==> config.mk <==
export PLATFORM = sky130hd
export DESIGN_NAME = pc_sequencer
export DESIGN_NICKNAME = d
export VERILOG_FILES = /design/src/rtl/pc_sequencer.sv
export SDC_FILE = /design/constraint.sdc
export NUM_CORES = 1
export LEC_CHECK = 0
export CELL_PAD_IN_SITES_DETAIL_PLACEMENT = 0
export CELL_PAD_IN_SITES_GLOBAL_PLACEMENT = 1
export CORE_MARGIN = 4
export CORE_UTILIZATION = 55
export CTS_CLUSTER_DIAMETER = 100
export DETAILED_ROUTE_END_ITERATION = 10
export DONT_BUFFER_PORTS = 1
export GPL_ROUTABILITY_DRIVEN = 1
export PLACE_DENSITY_LB_ADDON = 0.2
export SYNTH_ARGS = -nofsm -noshare
export SYNTH_HDL_FRONTEND = slang
export SYNTH_SLANG_ARGS = --single-unit
==> constraint.sdc <==
create_clock -name clk -period 6.5 [get_ports clk]
set_clock_uncertainty 0.15 [all_clocks]
set_input_delay 1.3 -clock clk [delete_from_list [all_inputs] [get_ports clk]]
set_output_delay 1.3 -clock clk [all_outputs]
set_load 0.005 [all_outputs]
==> src/rtl/pc_sequencer.sv <==
// rtl/pc_sequencer.sv - registered program counter with redirects, stall hold, misalign trap and return-address stack
//
// Ports:
//   clk           rising-edge clock
//   reset         synchronous active-high reset
//   stall         hold pc and RAS this cycle
//   branch_taken  redirect to branch_target
//   branch_target branch destination
//   jump          redirect to jump_target
//   call          with jump, also push pc_plus_step onto the RAS
//   ret           pop the RAS (jump_target is the fallback when empty)
//   jump_target   jump/call destination, ret fallback
//   pc            current program counter (registered)
//   pc_plus_step  pc + STEP, combinational
//   misalign_trap one-cycle pulse: previous redirect target was misaligned
//   ras_overflow  one-cycle pulse: a push overwrote the oldest entry
//   ras_underflow one-cycle pulse: ret with an empty RAS
//   ras_count     number of valid RAS entries

module pc_sequencer #(
    parameter int               WIDTH        = 32,
    parameter int               STEP         = 4,
    parameter logic [WIDTH-1:0] RESET_VECTOR = 32'h0000_0000,
    parameter logic [WIDTH-1:0] TRAP_VECTOR  = 32'h0000_0100,
    parameter int               ALIGN_BITS   = 2,
    parameter int               RAS_DEPTH    = 4
) (
    input  logic                       clk,
    input  logic                       reset,
    input  logic                       stall,
    input  logic                       branch_taken,
    input  logic [WIDTH-1:0]           branch_target,
    input  logic                       jump,
    input  logic                       call,
    input  logic                       ret,
    input  logic [WIDTH-1:0]           jump_target,
    output logic [WIDTH-1:0]           pc,
    output logic [WIDTH-1:0]           pc_plus_step,
    output logic                       misalign_trap,
    output logic                       ras_overflow,
    output logic                       ras_underflow,
    output logic [$clog2(RAS_DEPTH):0] ras_count
);

    localparam int PTR_W = $clog2(RAS_DEPTH);
    localparam int CNT_W = PTR_W + 1;

    // A mask rather than a slice keeps ALIGN_BITS=0 legal: the mask is then
    // all-zero and no target can ever be flagged.
    localparam logic [WIDTH-1:0] ALIGN_MASK = (WIDTH'(1) << ALIGN_BITS) - WIDTH'(1);

    logic [WIDTH-1:0] ras_mem [RAS_DEPTH];
    logic [PTR_W-1:0] ras_ptr;

    logic [WIDTH-1:0] pc_next;
    logic [PTR_W-1:0] ptr_next;
    logic [CNT_W-1:0] cnt_next;
    logic [WIDTH-1:0] target;
    logic             redirect;
    logic             push;
    logic             trap_next;
    logic             ovf_next;
    logic             unf_next;

    assign pc_plus_step = pc + WIDTH'(STEP);

    always_comb begin
        pc_next   = pc_plus_step;
        ptr_next  = ras_ptr;
        cnt_next  = ras_count;
        target    = '0;
        redirect  = 1'b0;
        push      = 1'b0;
        trap_next = 1'b0;
        ovf_next  = 1'b0;
        unf_next  = 1'b0;

        if (stall) begin
            pc_next = pc;
        end else if (ret) begin
            redirect = 1'b1;
            if (ras_count != '0) begin
                // ras_ptr always addresses the most recent push
                target   = ras_mem[ras_ptr];
                ptr_next = ras_ptr - 1'b1;
                cnt_next = ras_count - 1'b1;
            end else begin
                target   = jump_target;
                unf_next = 1'b1;
            end
        end else if (jump) begin
            redirect = 1'b1;
            target   = jump_target;
            if (call) begin
                push     = 1'b1;
                ptr_next = ras_ptr + 1'b1;
                // A full stack is circular: the new entry lands on the oldest one.
                if (ras_count == CNT_W'(RAS_DEPTH)) begin
                    ovf_next = 1'b1;
                end else begin
                    cnt_next = ras_count + 1'b1;
                end
            end
        end else if (branch_taken) begin
            redirect = 1'b1;
            target   = branch_target;
        end

        // The RAS update above stands even when the target traps.
        if (redirect) begin
            if ((target & ALIGN_MASK) != '0) begin
                pc_next   = TRAP_VECTOR;
                trap_next = 1'b1;
            end else begin
                pc_next = target;
            end
        end
    end

    always_ff @(posedge clk) begin
        if (reset) begin
            pc            <= RESET_VECTOR;
            ras_ptr       <= '0;
            ras_count     <= '0;
            misalign_trap <= 1'b0;
            ras_overflow  <= 1'b0;
            ras_underflow <= 1'b0;
        end else begin
            pc            <= pc_next;
            ras_ptr       <= ptr_next;
            ras_count     <= cnt_next;
            misalign_trap <= trap_next;
            ras_overflow  <= ovf_next;
            ras_underflow <= unf_next;
        end
    end

    // Entry contents need no reset; ras_count alone defines validity.
    always_ff @(posedge clk) begin
        if (!reset && push) begin
            ras_mem[ptr_next] <= pc_plus_step;
        end
    end

endmodule

# Yosys cells after proc, flatten, opt, wreduce, memory -nomap -nowiden
# Memories as Yosys holds them, arrays and structs flattened. A register that Yosys moved wholly into a read port is not among the register bits.
# Cells that the tools add are included.
[classes]
muxes = 32
n_addsub = 5
bitwise = 5
reduce_logical = 10
n_eq_ne = 4
[op_table]
columns = ["operator", "n"]
rows = [
  ["32-bit 2-to-1 mux", 8],
  ["32-bit by 3-bit adder with 32-bit output, second input constant", 1],
  ["32-bit nonzero test", 1],
  ["3-bit 2-to-1 mux", 5],
  ["1-bit 2-to-1 mux", 13],
  ["2-bit 2-to-1 mux", 6],
  ["1-bit inverter", 5],
  ["5-bit AND reduction", 1],
  ["5-bit OR reduction", 1],
  ["2-bit by 1-bit != test with 1-bit output, second input constant", 2],
  ["2-bit nonzero test", 2],
  ["3-bit by 1-bit adder with 3-bit output, second input constant", 1],
  ["3-bit equality test, second input constant", 1],
  ["3-bit nonzero test", 1],
  ["3-bit OR reduction", 1],
  ["3-bit by 1-bit subtractor with 3-bit output, second input constant", 1],
  ["2-bit by 1-bit adder with 2-bit output, second input constant", 1],
  ["2-bit != test, second input constant", 1],
  ["2-bit OR reduction", 1],
  ["2-bit by 1-bit subtractor with 2-bit output, second input constant", 1],
  ["1-bit logical AND", 1],
  ["1-bit zero test", 1],
]
[totals]
ramBits = 128
output_inout_bits = 70
regBits = 40
memories = 1
input_bits = 71
[mem_list]
columns = ["name", "words", "width", "read_ports", "rd_ports_with_merged_regs", "wr", "line_no", "source"]
rows = [
  ["ras_mem", 4, 32, 1, 1, 1, "52", "logic [WIDTH-1:0] ras_mem [RAS_DEPTH];"],
]

# Depth between registers and ports, before layout
# Gate-level depths: netlist of the first run.
[depth]
ltp_word = 7
depth_mapped = 8

# Least setup slack after synthesis of the first run
# Ideal clock, no wire load.
[synth_path]
path_kind = "input -> register"
start = "input stall"
end = "memory ras_mem[1][0], enable pin"
cell_stages = 4
required_ps = 5880
path_buffers = 1
path_slack_ps = 1592
arrival_time_ps = 4287
path_cell_list = "clkbuf_1 > nor2_1 > nand2_1 > a211oi_1"
[synth_via]
elab_chain_cells = 4
[synth_rtl]
columns = ["item", "line_no", "source"]
rows = [
  ["start: declaration", "30", "input logic stall,"],
  ["1-bit 2-to-1 mux", "78", "if (stall) begin"],
  ["1-bit logical AND", "140", "if (!reset && push) begin"],
  ["1-bit 2-to-1 mux", "140", ""],
  ["1-bit 2-to-1 mux (not written as such)", "141", "ras_mem[ptr_next] <= pc_plus_step;"],
  ["end: declaration", "52", ""],
]
# Several ways; a longest one is shown, not always the timed one.

# Worst setup path after layout of the first run
[layout_path]
start = "register pc[2]"
end = "output pc_plus_step[26]"
[layout_via]
elab_chain_cells = 1
[layout_rtl]
columns = ["item", "line_no", "source"]
rows = [
  ["start: declaration", "37", "output logic [WIDTH-1:0] pc,"],
  ["start signal: assignment", "129", "pc <= pc_next;"],
  ["32-bit by 3-bit adder with 32-bit output", "65", "assign pc_plus_step = pc + WIDTH'(STEP);"],
  ["end: declaration", "38", "output logic [WIDTH-1:0] pc_plus_step,"],
]
# Every way passes these cells.

==> results of run 1 <==
## worst max path at each step
stage	to	start	depth (start not counted)	slack (ns)
6_report	pc_plus_step[26]	pc[2]	6	2.25
5_1_grt	pc_plus_step[26]	pc[2]	6	2.04
4_1_cts	pc_plus_step[26]	pc[2]	6	2.27
3_5_place_dp	ras_mem[0][1]	ret	6	2.63
3_3_place_gp	ras_mem[0][0]	ret	6	2.76
2_1_floorplan	ras_mem[1][0]	stall	4	1.59
## tightest hold or removal path, cell delays in order (launching register included)
cell and delay [ns]:
dfxtp_1 0.34, inv_1 0.10, a221oi_1 0.08
## routing by layer
metal | share of wire (%) | track usage, % | routed length [microns] | up-vias
li1 | - | - | - | 2392
met5 | 0 | 0 | 0 | -
met3 | 9.4 | 8.63 | 1960 | 39
met1 | 38 | 31.4 | 7820 | 2658
met4 | 2.9 | 10.6 | 611 | 0
met2 | 50 | 42.0 | 10400 | 229
## sequential cells by signal, indices dropped and copies added (netlist names)
signal and count:
ras_count 3, ras_underflow 1, pc 32, ras_ptr 2, ras_overflow 1, ras_mem 128, misalign_trap 1
## layout by cell type, fill, tap and decap left out, drive strengths merged, types with 19 or more instances in the layout
cell    Yosys  routed
a221oi     36      36
mux2i      21      21
dfxtp      40      40
clkbuf     25      20
edfxtp    128     128
nand3      25      25
xnor2      26      26
a21oi      39      39
nor2       22      22
inv        19      21
mux4       30      30
nor3       19      19
nand2      26      26
## synth_stat cells, types with 15 or more instances
cell	number
edfxtp_1	128
dfxtp_1	40
a21oi_1	39
a221oi_1	34
mux4_2	30
nand2_1	26
xnor2_1	26
nand3_1	25
clkbuf_1	24
nor2_1	22
mux2i_1	21
inv_1	19
nor3_1	15
## cell families after synthesis
logic type | synth area share [%]
AOI/OAI and AO/OA | 13.4
xor gates and xnor gates | 3.49
and+or+nand+nor | 10.0
muxes | 11.2
adders and majority gates | 0.405
DFF | 57.8
buffers and inverters | 3.78
## report_power, final
part,internal [mW],switching [mW],leakage [nW]
logic,0.0954,0.128,1.08
registers,1.18,0.0437,1.49
clock network,0.604,0.393,0.284
total,1.88,0.564,2.86
## cell type report
| type | count | area share [%] |
|---|---|---|
| Sequential cell | 168 | 53.3 |
| Clock buffer | 20 | 5.01 |
| Multi-Input combinational cell | 377 | 35.9 |
| Inverter | 20 | 0.861 |
| Timing Repair Buffer | 8 | 0.689 |
| Tap cell | 180 | 2.58 |
| Clock inverter | 12 | 1.72 |
## stage by stage
stage,hold WS (ns),total power [mW]
2_1_floorplan,0.354,1.42
4_1_cts,0.414,2.46
5_1_grt,0.438,2.53
3_5_place_dp,0.405,1.47
6_report,0.416,2.44
3_3_place_gp,0.392,1.47
==> flow_summary_export.csv, run 1 <==
group,metric,value,unit
placed_design,dp.cells,753,
setup_path,crit_buf_inv,0,
synth,syn_inst,615,
finish,instances_no_fill,785,
clock_tree,holdBufCountCts,0,
setup_path,r2r_setup_slack,3.13,ns
clock_tree,cts-root-buf,"clkbuf_16",
timing,post-route-period-util,65.3,%
global_routing,grt_max_degree,59,
synth,synth_seq_cells,168,
setup_path,r2r-end,"ras_mem[3][26]",
finish,diodes,0,
timing,worstMarginPinSlew,1.17,ns
synth,yosys_warnings,0,
finish,area_growth,8.52,%
die,die_h,129,microns
routing,drt_wl_total,20.8,mm
setup_path,worstPathArrival,2.80,ns
routing,vias_per_cell,6.77,
power_and_ir_drop,power.leakage,2.86,nW
synth,yosysSeqAreaShare,57.8,%
worst_hold_path,hold_start,"pc[23]",
die,initial_utilization,57.0,%
setup_path,cp-start-kind,"register",
synth,synth_nets,688,
finish,fillerInstances,1088,
routing,drt-initial-drc-count,453,
power_and_ir_drop,p_per_area,280,mW/mm^2
finish,seq_area,0.00465,sq mm
clock_tree,htree_levels,4,
setup_path,path_max_fanout,7,
global_routing,overflow,0,
synth,ys_types,59,
timing,setup_tns,0,ns
clock_tree,cts_num_sinks,168,
setup_path,r2r-start,"ras_ptr[1]",
synth,synthArstFlopShare,0,%
clock_tree,tritoncts,"yes",
synth,synth.avg_cell_area,13.1,sq um
timing,min_period,4.25,ns
global_routing,grt_usage,25.7,%
timing,slew_headroom,21.9,%
timing,setup_viol,0,
routing,drcViolationCount,0,
timing,worst_slack,2.25,ns
clock_tree,cts_buffers,17,
die,io_pins,141,
routing,routedWlPerCell,26.5,microns
outcome,status,"finished, final reports clean",
placed_design,io_buffers,0,
finish,postLayoutCoreUtil,61.9,%
worst_hold_path,hold_path_class,"reg -> reg",
synth,syn_area,0.00804,sq mm
clock_tree,cts.reportedPaths.clkPinSlew,0.06,ns
setup_path,crit_slowest_cell,"dfxtp_1",
finish,layout.nets,665,
power_and_ir_drop,ir_drop,0.232,mV
setup_path,cp_top_family,"simple AND/OR/NAND/NOR gates",
timing,rsz0062_at_grt,"no",
synth,synth_top_area_share,47.8,%
synth,synthTopCellsByArea,"edfxtp_1 48%, dfxtp_1 10%, mux4_2 8.4%",
clock_tree,post-cts-setup-buffers,0,
routing,drt-pass1-iter-count,5,
placed_design,place_congestion,0.826,
setup_path,cp_cell_sequence,"ha_1 -> nand4_1 -> or3_1 -> nor3_4 -> nand2_1 -> xnor2_1",
clock_tree,clk_latency,0.42,ns
routing,num_vias,5318,
setup_path,worstSetupEndpointType,"output port",
global_routing,grt_pass1_wl,31.4,mm
timing,max_clock_freq,235,MHz
timing,finalHoldViolations,0,
setup_path,cp.required,5.05,ns
finish,multi_input_area,0.00313,sq mm
placed_design,pre_cts_ws,2.63,ns
worst_hold_path,whs_path_depth,2,
global_routing,grt_pass1_vias,5414,
worst_hold_path,worstHoldEndpoint,"pc[23]",
die,num_rows,43,
die,core-area,0.0141,sq mm
finish,finalInstanceArea,0.00872,sq mm
placed_design,hpwl,13.7,mm
global_routing,antenna_found_initial,0,
placed_design,place_area,0.00814,sq mm
setup_path,reg2reg_depth,3,
clock_tree,cts_resized,0,
synth,yosys_most_used_dff,"edfxtp_1",
setup_path,crit_type,"reg -> out",
clock_tree,clock_path_buffers,2,
die,fp.dieW,129,microns
die,dieArea,0.0166,sq mm
run,max_cap_violations,0,
synth,synth_edf_count,128,
routing,ant_nets,0,
finish,drive_gt1_share,13.7,%
setup_path,slowest_delay,0.50,ns
synth,yosys.area.top_type,"edfxtp_1",
timing,finalMaxSlewViolations,0,
Power figures use the tool's default switching activity.
==> run 2, diff against run 1 <==
CORE_UTILIZATION = 46   (was 55)
clock period = 3.6 ns   (was 6.5 ns; I/O delays follow)
==> flow_summary_export.csv, run 2 (same netlist as run 1, synthesis figures left out) <==
group,metric,value,unit
outcome,status,"finished, final reports clean",
power_and_ir_drop,intPower,3.34,mW
timing,max_clock_freq,290,MHz
clock_tree,post-cts-setup-buffers,0,
worst_hold_path,whs_path_depth,1,
die,die_h,140,microns
power_and_ir_drop,ir_drop,0.350,mV
timing,post-route-period-util,95.7,%
setup_path,reg2reg_depth,5,
finish,instances_no_fill,847,
power_and_ir_drop,power.leakage,2.97,nW
global_routing,grt_usage,22.7,%
die,core-area,0.0172,sq mm
finish,layout.nets,682,
die,initial_utilization,46.6,%
die,fp.dieW,140,microns
global_routing,grt_max_degree,59,
routing,drt_wl_total,22.2,mm
routing,drt-initial-drc-count,461,
placed_design,dp.cells,815,
setup_path,worstPathArrival,2.57,ns
timing,finalHoldViolations,0,
power_and_ir_drop,p_sw,1.03,mW
clock_tree,cts_num_sinks,168,
power_and_ir_drop,power_frac_clock,39.6,%
placed_design,pre_cts_ws,0.559,ns
clock_tree,htree_levels,4,
clock_tree,cts-root-buf,"clkbuf_16",
routing,routedWlPerCell,26.2,microns
placed_design,place_congestion,0.891,
setup_path,cp.required,2.73,ns
timing,finalMaxSlewViolations,0,
setup_path,slowest_delay,0.59,ns
finish,final_cell_mix,"128 x edfxtp_1, 38 x a21oi_1, 38 x dfxtp_1",
clock_tree,cts_buffers,17,
power_and_ir_drop,p_total,4.37,mW
timing,setup_tns,0,ns
timing,rsz0062_at_grt,"no",
finish,diodes,0,
global_routing,antenna_found_initial,0,
setup_path,worstSetupEndpointType,"output port",
clock_tree,clk_latency,0.42,ns
placed_design,io_buffers,0,
setup_path,crit_slowest_cell,"dfxtp_1",
run,max_cap_violations,0,
timing,worstMarginPinSlew,1.02,ns
worst_hold_path,hold_path_class,"in -> reg",
timing,worst_slack,0.157,ns
routing,drt-pass1-iter-count,5,
die,io_pins,141,
setup_path,path_max_fanout,8,
setup_path,cp_cell_sequence,"and3_1 -> nand3_1 -> or2_1 -> nor3_4 -> xor2_1",
power_and_ir_drop,p_per_area,489,mW/mm^2
setup_path,cp-start-kind,"register",
timing,setup_viol,0,
placed_design,hpwl,15.4,mm
routing,num_vias,5422,
power_and_ir_drop,power_frac_seq,50.2,%
clock_tree,cts.reportedPaths.clkPinSlew,0.06,ns
clock_tree,tritoncts,"yes",
finish,largest_reg_flops,128,
global_routing,grt_pass1_vias,5346,
die,num_rows,48,
power_and_ir_drop,p_sw_share,23.7,%
global_routing,grt_pass1_wl,33.4,mm
finish,regMostFlops,"ras_mem",
die,dieArea,0.0197,sq mm
routing,vias_per_cell,6.40,
finish,area_growth,11.3,%
routing,ant_nets,0,
timing,slew_headroom,31.8,%
power_and_ir_drop,combPwrFrac,10.1,%
timing,min_period,3.44,ns
clock_tree,clock_path_buffers,2,
setup_path,crit_type,"reg -> out",
routing,drcViolationCount,0,
global_routing,overflow,0,
finish,drive_gt1_share,16.6,%
finish,top_regs,"ras_mem x128, pc x32, ras_count x3",
finish,fillerInstances,1443,
finish,final_common_cell,"edfxtp_1",
run 2: cell types whose count changed in the layout (fill, tap and decap cells not counted), moves of 2 or more:
cell	delta
clkbuf_1	+4
buf_4	+16
inv_6	-2
xnor2_2	+3
nor3_4	+2
xnor2_1	-3
clkinvlp_4	+2
run 2: worst paths after layout:
kind | from | to | slack (ns)
max | pc[12] | pc_plus_step[27] | 0.16
min | reset | pc[22] | 0.22
max reg2reg | ras_count[2] | ras_mem[1][9] | 0.80
min reg2reg | pc[23] | pc[23] | 0.42
run 2: power by group through the flow:
stage	Sequential [mW]	Combinational [mW]	Clock, mW
after floorplan	2.21	0.358	0
after global placement	2.24	0.435	0
after detailed placement	2.24	0.443	0
after CTS	2.20	0.445	1.76
after global routing	2.20	0.485	1.85
final	2.20	0.443	1.73
run 2: routing by layer:
layer | vias up | wire, microns | GRT usage, %
met1 | 2689 | 9020 | 30.0
li1 | 2435 | - | -
met5 | - | 0 | 0
met2 | 270 | 10200 | 34.0
met4 | 0 | 343 | 7.04
met3 | 28 | 2670 | 9.90
run 2: timing repair:
action / CTS / global route
hold buffers: 0 / 0
setup endpoints to repair: 0 / 7
resized for setup: 0 / 7
run 2: metrics by stage:
step	hold WS [ns]	cell area, sq um	utilization [%]
3_3_place_gp	0.398	8340	48.4
6_report	0.218	8940	51.9
3_5_place_dp	0.408	8340	48.4
5_1_grt	0.198	8940	51.9
2_1_floorplan	0.354	8050	-
4_1_cts	0.201	8900	51.6
run 2: layout make-up:
class,count,area (sq um),share of cell area (%)
repair buffers,25,200,2.24
multi-input cells,377,3190,35.7
inverters,20,75.1,0.839
clock buffers,24,452,5.05
well taps,225,282,3.15
clock inverters,8,100,1.12
flip-flops and latches,168,4650,52.0
run 2: worst max-delay path, delay by kind of cell, from the launching register on:
family / cells / cell delay, ns
and+or+nand+nor: 4 / 1.18
xor gates and xnor gates: 1 / 0.37
DFF: 1 / 0.59
